==> src/rtl/vga_pkg.sv <==
// Shared constants for the VGA pattern source: counter width and pattern codes.
package vga_pkg;
  localparam int CNT_W = 10;

  localparam logic [3:0] PAT_BLACK  = 4'd0;
  localparam logic [3:0] PAT_RED    = 4'd1;
  localparam logic [3:0] PAT_GRN    = 4'd2;
  localparam logic [3:0] PAT_BLU    = 4'd3;
  localparam logic [3:0] PAT_CHECK  = 4'd4;
  localparam logic [3:0] PAT_BARS   = 4'd5;
  localparam logic [3:0] PAT_BORDER = 4'd6;
endpackage

==> src/rtl/vga_sync_counter.sv <==
// Stage-0 free-running column/row counters with raw (unregistered) active-area syncs.
import vga_pkg::*;

module vga_sync_counter #(
  parameter int TOTAL_COLS  = 800,
  parameter int TOTAL_ROWS  = 525,
  parameter int ACTIVE_COLS = 640,
  parameter int ACTIVE_ROWS = 480
) (
  input  logic             i_Clk,
  input  logic             i_Rst,
  output logic [CNT_W-1:0] col,
  output logic [CNT_W-1:0] row,
  output logic             hsync,
  output logic             vsync
);
  localparam logic [CNT_W-1:0] COL_LAST = CNT_W'(TOTAL_COLS - 1);
  localparam logic [CNT_W-1:0] ROW_LAST = CNT_W'(TOTAL_ROWS - 1);

  always_ff @(posedge i_Clk) begin
    if (i_Rst) begin
      col <= '0;
      row <= '0;
    end else if (col == COL_LAST) begin
      col <= '0;
      row <= (row == ROW_LAST) ? '0 : row + 1'b1;
    end else begin
      col <= col + 1'b1;
    end
  end

  assign hsync = (col < CNT_W'(ACTIVE_COLS));
  assign vsync = (row < CNT_W'(ACTIVE_ROWS));
endmodule

==> src/rtl/vga_pattern_source.sv <==
// VGA timing plus test-pattern source; stage 1 registers syncs, counts and video
// together so all outputs stay cycle-aligned one clock behind the counters.
import vga_pkg::*;

module vga_pattern_source #(
  parameter int VIDEO_WIDTH = 3,
  parameter int TOTAL_COLS  = 800,
  parameter int TOTAL_ROWS  = 525,
  parameter int ACTIVE_COLS = 640,
  parameter int ACTIVE_ROWS = 480,
  parameter int CHECK_SHIFT = 5,
  parameter int BORDER_W    = 2
) (
  input  logic                   i_Clk,
  input  logic                   i_Rst,
  input  logic [3:0]             i_Pattern,
  output logic                   o_HSync,
  output logic                   o_VSync,
  output logic [CNT_W-1:0]       o_Col_Count,
  output logic [CNT_W-1:0]       o_Row_Count,
  output logic [VIDEO_WIDTH-1:0] o_Red_Video,
  output logic [VIDEO_WIDTH-1:0] o_Grn_Video,
  output logic [VIDEO_WIDTH-1:0] o_Blu_Video
);
  localparam int BAR_W = ACTIVE_COLS / 8;
  localparam logic [VIDEO_WIDTH-1:0] FULL = '1;

  logic [CNT_W-1:0]       col, row;
  logic                   hsync, vsync, active, border;
  logic [2:0]             bar;
  logic [VIDEO_WIDTH-1:0] red, grn, blu;

  vga_sync_counter #(
    .TOTAL_COLS (TOTAL_COLS),
    .TOTAL_ROWS (TOTAL_ROWS),
    .ACTIVE_COLS(ACTIVE_COLS),
    .ACTIVE_ROWS(ACTIVE_ROWS)
  ) u_cnt (
    .i_Clk(i_Clk),
    .i_Rst(i_Rst),
    .col  (col),
    .row  (row),
    .hsync(hsync),
    .vsync(vsync)
  );

  assign active = hsync & vsync;
  assign border = (col <  CNT_W'(BORDER_W)) ||
                  (col >= CNT_W'(ACTIVE_COLS - BORDER_W)) ||
                  (row <  CNT_W'(BORDER_W)) ||
                  (row >= CNT_W'(ACTIVE_ROWS - BORDER_W));

  // Bar index by threshold compares avoids a divider when BAR_W is not a power of two.
  always_comb begin
    bar = '0;
    for (int i = 1; i < 8; i++)
      if (col >= CNT_W'(i * BAR_W)) bar = 3'(i);
  end

  always_comb begin
    red = '0;
    grn = '0;
    blu = '0;
    if (active) begin
      case (i_Pattern)
        PAT_RED: red = FULL;
        PAT_GRN: grn = FULL;
        PAT_BLU: blu = FULL;
        PAT_CHECK:
          if (col[CHECK_SHIFT] ^ row[CHECK_SHIFT]) begin
            red = FULL;
            grn = FULL;
            blu = FULL;
          end
        PAT_BARS: begin
          red = {VIDEO_WIDTH{bar[2]}};
          grn = {VIDEO_WIDTH{bar[1]}};
          blu = {VIDEO_WIDTH{bar[0]}};
        end
        PAT_BORDER:
          if (border) begin
            red = FULL;
            grn = FULL;
            blu = FULL;
          end
        default: ;
      endcase
    end
  end

  always_ff @(posedge i_Clk) begin
    if (i_Rst) begin
      o_HSync     <= 1'b0;
      o_VSync     <= 1'b0;
      o_Col_Count <= '0;
      o_Row_Count <= '0;
      o_Red_Video <= '0;
      o_Grn_Video <= '0;
      o_Blu_Video <= '0;
    end else begin
      o_HSync     <= hsync;
      o_VSync     <= vsync;
      o_Col_Count <= col;
      o_Row_Count <= row;
      o_Red_Video <= red;
      o_Grn_Video <= grn;
      o_Blu_Video <= blu;
    end
  end
endmodule

==> config.mk <==
export PLATFORM = sky130hd
export DESIGN_NAME = vga_pattern_source
export DESIGN_NICKNAME = d
export VERILOG_FILES = /design/src/rtl/vga_pkg.sv /design/src/rtl/vga_sync_counter.sv /design/src/rtl/vga_pattern_source.sv
export SDC_FILE = /design/constraint.sdc
export NUM_CORES = 1
export LEC_CHECK = 0
export CAP_MARGIN = 10
export CORE_MARGIN = 2
export CORE_UTILIZATION = 55
export DETAILED_ROUTE_END_ITERATION = 12
export GPL_ROUTABILITY_DRIVEN = 0
export PLACE_DENSITY = 0.95
export SETUP_SLACK_MARGIN = 0.5
export SLEW_MARGIN = 10
export SYNTH_ARGS = -nofsm -noshare
export SYNTH_HDL_FRONTEND = slang
export SYNTH_SLANG_ARGS = --single-unit
==> constraint.sdc <==
create_clock -name i_Clk -period 5.49 [get_ports i_Clk]
set_input_delay 1.098 -clock i_Clk [delete_from_list [all_inputs] [get_ports i_Clk]]
set_output_delay 1.098 -clock i_Clk [all_outputs]
set_load 0.005 [all_outputs]
# --- Yosys cells after proc, flatten, opt, wreduce, memory -nomap -nowiden ---
# Index checks and enable logic that the tools add are counted.
totals:
  ff_bits: 51
  out_inout_bits: 31
classes:
  reduce_logical: 5
  add_sub_neg: 2
  n_bitwise: 3
  n_lt_le_gt_ge: 13
  n_mux: 13
  eq_ne: 8
ops:
  columns: ["operator", "n"]
  rows:
  - ["10-bit by 9-bit >= comparator with 1-bit output, second input constant", 4]
  - ["3-bit one-hot mux with 4 select lines", 3]
  - ["3-bit 2-to-1 mux", 8]
  - ["10-bit by 1-bit adder with 10-bit output, second input constant", 2]
  - ["10-bit == test, second input constant", 2]
  - ["10-bit >= comparator, second input constant", 2]
  - ["10-bit by 8-bit >= comparator with 1-bit output, second input constant", 2]
  - ["10-bit by 2-bit less-than comparator with 1-bit output, second input constant", 2]
  - ["4-bit by 3-bit == test with 1-bit output, second input constant", 3]
  - ["10-bit by 7-bit >= comparator with 1-bit output, second input constant", 1]
  - ["10-bit less-than comparator, second input constant", 1]
  - ["10-bit by 9-bit less-than comparator with 1-bit output, second input constant", 1]
  - ["10-bit 2-to-1 mux", 1]
  - ["4-bit by 2-bit == test with 1-bit output, second input constant", 2]
  - ["4-bit by 1-bit == test with 1-bit output, second input constant", 1]
  - ["2-bit OR reduction", 2]
  - ["1-bit logical OR", 3]
  - ["1-bit bitwise AND", 1]
  - ["1-bit 2-to-1 mux", 1]
  - ["1-bit NOT", 1]
  - ["1-bit bitwise XOR", 1]

# --- Depth between registers and ports, before layout ---
logic_depth:
  depth_word: 9
  mapped_depth: 8
  ltp_nobuf: 7

# --- Cells and area by module ---
# From an unflattened synthesis, not the netlist that was laid out.
unflattened:
  cells_unflattened: 214
  area_unflattened_um2: 1951.9
modules_own_cells:
  columns: ["mod", "n_inst", "seq_area_each_um2", "cells_each", "area_each_um2"]
  rows:
  - ["vga_pattern_source", 1, 500.5, 108, 1034.7]
  - ["vga_sync_counter", 1, 400.4, 106, 917.1]

# --- Least setup slack after synthesis ---
# Ideal clock, no wire load.
synth_timing:
  path_kind: "in2reg"
  start: "input port i_Rst"
  end: "register o_Grn_Video[1]"
  n_path_buf: 1
  arrival_ns: 2.116
  path_stages: 5
  setup_slack_ns: 3.315
  cell_sequence: "clkbuf_1 a211oi_1 nand3b_1 a2111oi_4 a41o_1"
synth_via:
  elab_chain_cells: 1
synth_lines:
  columns: ["item", "line_no", "source"]
  rows:
  - ["from (decl)", "vga_pattern_source.sv:15", "input logic i_Rst,"]
  - ["2-bit OR reduction (no source line)", null, null]
  - ["to (signal assigned)", "vga_pattern_source.sv:106", "o_Grn_Video <= grn;"]
  - ["to (decl)", "vga_pattern_source.sv:22", "output logic [VIDEO_WIDTH-1:0] o_Grn_Video,"]
# Every way passes these cells.
# A chain may end at the register's enable or synchronous reset.

# --- Worst setup path in the final report ---
# Ends and elaborated chain as after synthesis.

==> reports/qor.yml <==
outcome:
  status: "completed"
die:
  dieArea_mm2: 0.00402
  fp.dieH_um: 63.4
  coreArea_mm2: 0.00336
  io_pins: 37
  start_util_pct: 57.8
  rows: 21
  die_w_um: 63.4
clock_network:
  clock-sinks: 45
  clk_pin_slew_ps: 120
  cts_root_buf: "clkbuf_4"
  htree_levels: 2
  post-cts-setup-buffer-count: 0
  cts_hold_buffers: 0
  cts_resized: 0
  cts_tree: "yes"
  numCtsBuffers: 5
  clockBufferDepth: 2
  clkLatencyLatePin_ps: 360
cells_and_area:
  synthToLayoutAreaGrowth_pct: 20.3
  diodes: 0
  layout-drive-gt1-share_pct: 6.22
  multiInputGateArea_um2: 897
  nets: 249
  fillers: 280
  seq_area_um2: 901
synth:
  yosysWarningCount: 0
  synth-edff-count: 0
  synth_top_area_cell: "dfxtp_1"
  synth_area_mm2: 0.00194
  syn-mean-instance-area_um2: 9.00
  synth_common_cells: "45 x dfxtp_1, 34 x nor2_1, 17 x nor2b_1, 11 x nand2_1"
  synthArstFlopShare_pct: 0
  syn-instance-count: 216
  ys_seq_area_share_pct: 46.4
  synth_cell_type_count: 43
  synth_top_area_share_pct: 46.4
  synth_nets: 225
  ys_ff_latch: 45
  synth.most_common_cell: "dfxtp_1"
  synth.area.top_cells: "dfxtp_1 46%, nor2_1 6.6%, nor2b_1 5.5%"
  synth_flop_cell: "dfxtp_1"
global_route:
  track_usage_pct: 20.3
  grt_overflow: 0
  grt_antenna_before_repair: 0
  grt_pass1_vias: 1385
  grt_pass1_wl_mm: 6.27
  grt_max_degree: 28
worst_setup_path:
  cp.buffers_inverters: 1
  regToRegEndpoint: "u_cnt.row[7]$_SDFFE_PP0P_"
  max_stage_delay_ps: 860
  end_kind: "flop"
  arrival_ps: 3170
  startpoint_type: "input pin"
  path_max_fanout: 27
  critical_path.cell_chain: "clkdlybuf4s50_1 > a211oi_1 > nand3b_1 > a2111oi_4 > a41o_1"
  crit_required_ps: 5810
  path_delay_family: "compound AO/OA/AOI/OAI gates"
  path_class: "in -> reg"
  worst_path_max_delay_cell: "clkdlybuf4s50_1"
  rr_startpoint: "u_cnt.col[6]$_SDFF_PP0_"
  reg2regPathDepth: 6
  r2r_slack_ps: 2960
run:
  cap_viol_max_count: 0
drt:
  vias: 1511
  viasPerCell: 5.26
  drt_iter0_markers: 69
  drtPass1Iterations: 4
  totalWireLength_mm: 3.74
  drtAntennaViolNets: 0
  detail_route.drc_violations: 0
  wl_per_cell_um: 13.0
sta:
  rsz0062_at_grt: "no"
  max_freq_ghz: 0.350
  setup_viol: 0
  setup_slack_ps: 2630
  period_share_pct: 52.0
  tightest_slew_ps: 958
  hold_viol: 0
  hold_slack_ps: 488
  min_period_ps: 2860
  fin_tns_setup_ps: 0
  slew_headroom_pct: 35.6
  finClkSkew_ps: 4.34
  slew_viol_final: 0
power_and_ir_drop:
  power_density_mw_per_mm2: 246
  cellLeakagePower_nw: 0.848
  peakVddDrop_mv: 0.134
  power_w: 0.000576
min_path:
  hold_start: "u_cnt.col[0]$_SDFF_PP0_"
  min_to: "u_cnt.col[0]$_SDFF_PP0_"
  hp-class: "reg -> reg"
  holdPathStages: 1
placement:
  dp_hpwl_mm: 2.63
  port_buffers: 36
  dp_slack_ps: 2260
==> power by group <==
| group | switching, W | internal (W) | total [W] | leakage, nW |
|---|---|---|---|---|
| combinational | 0.0000148 | 0.0000147 | 0.0000295 | 0.439 |
| clock | 0.000103 | 0.000109 | 0.000212 | 0.0455 |
| sequential | 0.00000364 | 0.000331 | 0.000334 | 0.364 |
| total | 0.000122 | 0.000454 | 0.000576 | 0.848 |
==> worst max path at each step <==
stage,from,end,slack (ps),cells past startpoint
3_3_place_gp,i_Rst,o_Grn_Video[1]$_SDFF_PP0_,2360,5
5_1_grt,i_Rst,o_Grn_Video[1]$_SDFF_PP0_,2470,5
6_report,i_Rst,o_Grn_Video[1]$_SDFF_PP0_,2630,5
3_5_place_dp,i_Rst,o_Grn_Video[1]$_SDFF_PP0_,2260,5
2_1_floorplan,i_Rst,o_Grn_Video[1]$_SDFF_PP0_,3310,5
4_1_cts,i_Rst,o_Grn_Video[1]$_SDFF_PP0_,2650,5
==> cell usage in the layout (no fill, tap or decap), types with 2 or more instances in the layout <==
cell,n
nand4_1,5
nand3b_1,2
inv_1,10
dfxtp_1,45
nand2b_1,2
nor2_1,34
o21ai_0,6
clkdlybuf4s50_1,36
xnor2_1,10
clkbuf_4,5
nand2_1,11
nor3_1,4
nor2b_1,17
and3_1,3
ha_1,3
a31oi_1,2
nand3_1,8
xor2_1,9
a21oi_1,5
==> stage by stage <==
stage          util [%]  cells  area [um2]
2_1_floorplan         -    216        1940
3_3_place_gp       67.0    279        2250
3_5_place_dp       67.0    279        2250
4_1_cts            69.5    287        2340
5_1_grt            69.5    287        2340
6_report           69.5    287        2340
==> registers in the layout, summed over array words and instances, names as in the netlist <==
register     count
o_Blu_Video      1
o_Col_Count     10
o_Grn_Video      1
o_HSync          1
o_Red_Video      1
o_Row_Count     10
o_VSync          1
u_cnt.col       10
u_cnt.row       10
==> area by class of cell <==
class / instances / share of cell area, %
clock buffer: 7 / 2.35
clock inverter: 1 / 1.28
inverter: 10 / 1.61
multi-input combinational: 142 / 38.4
sequential: 45 / 38.5
tap: 46 / 2.46
timing repair buffer: 36 / 15.4
==> cell families (layout without fill, tap and decap cells) <==
family | count (synthesis) | count (layout) | synth area share, %
fa+ha+maj | 4 | 4 | 2.45
xor+xnor | 19 | 19 | 8.56
buf+inv | 29 | 54 | 7.47
compound gates | 25 | 25 | 10.2
flops | 45 | 45 | 46.4
simple gates | 94 | 94 | 24.9
==> metal layers <==
metal / up-vias / track usage (%) / wire (um)
li1: 761 / - / -
met1: 687 / 22.8 / 1570
met2: 55 / 35.0 / 1850
met3: 8 / 7.14 / 247
met4: 0 / 8.15 / 76
met5: - / 0 / 0
Note: power is estimated with default switching activity, not from simulation.
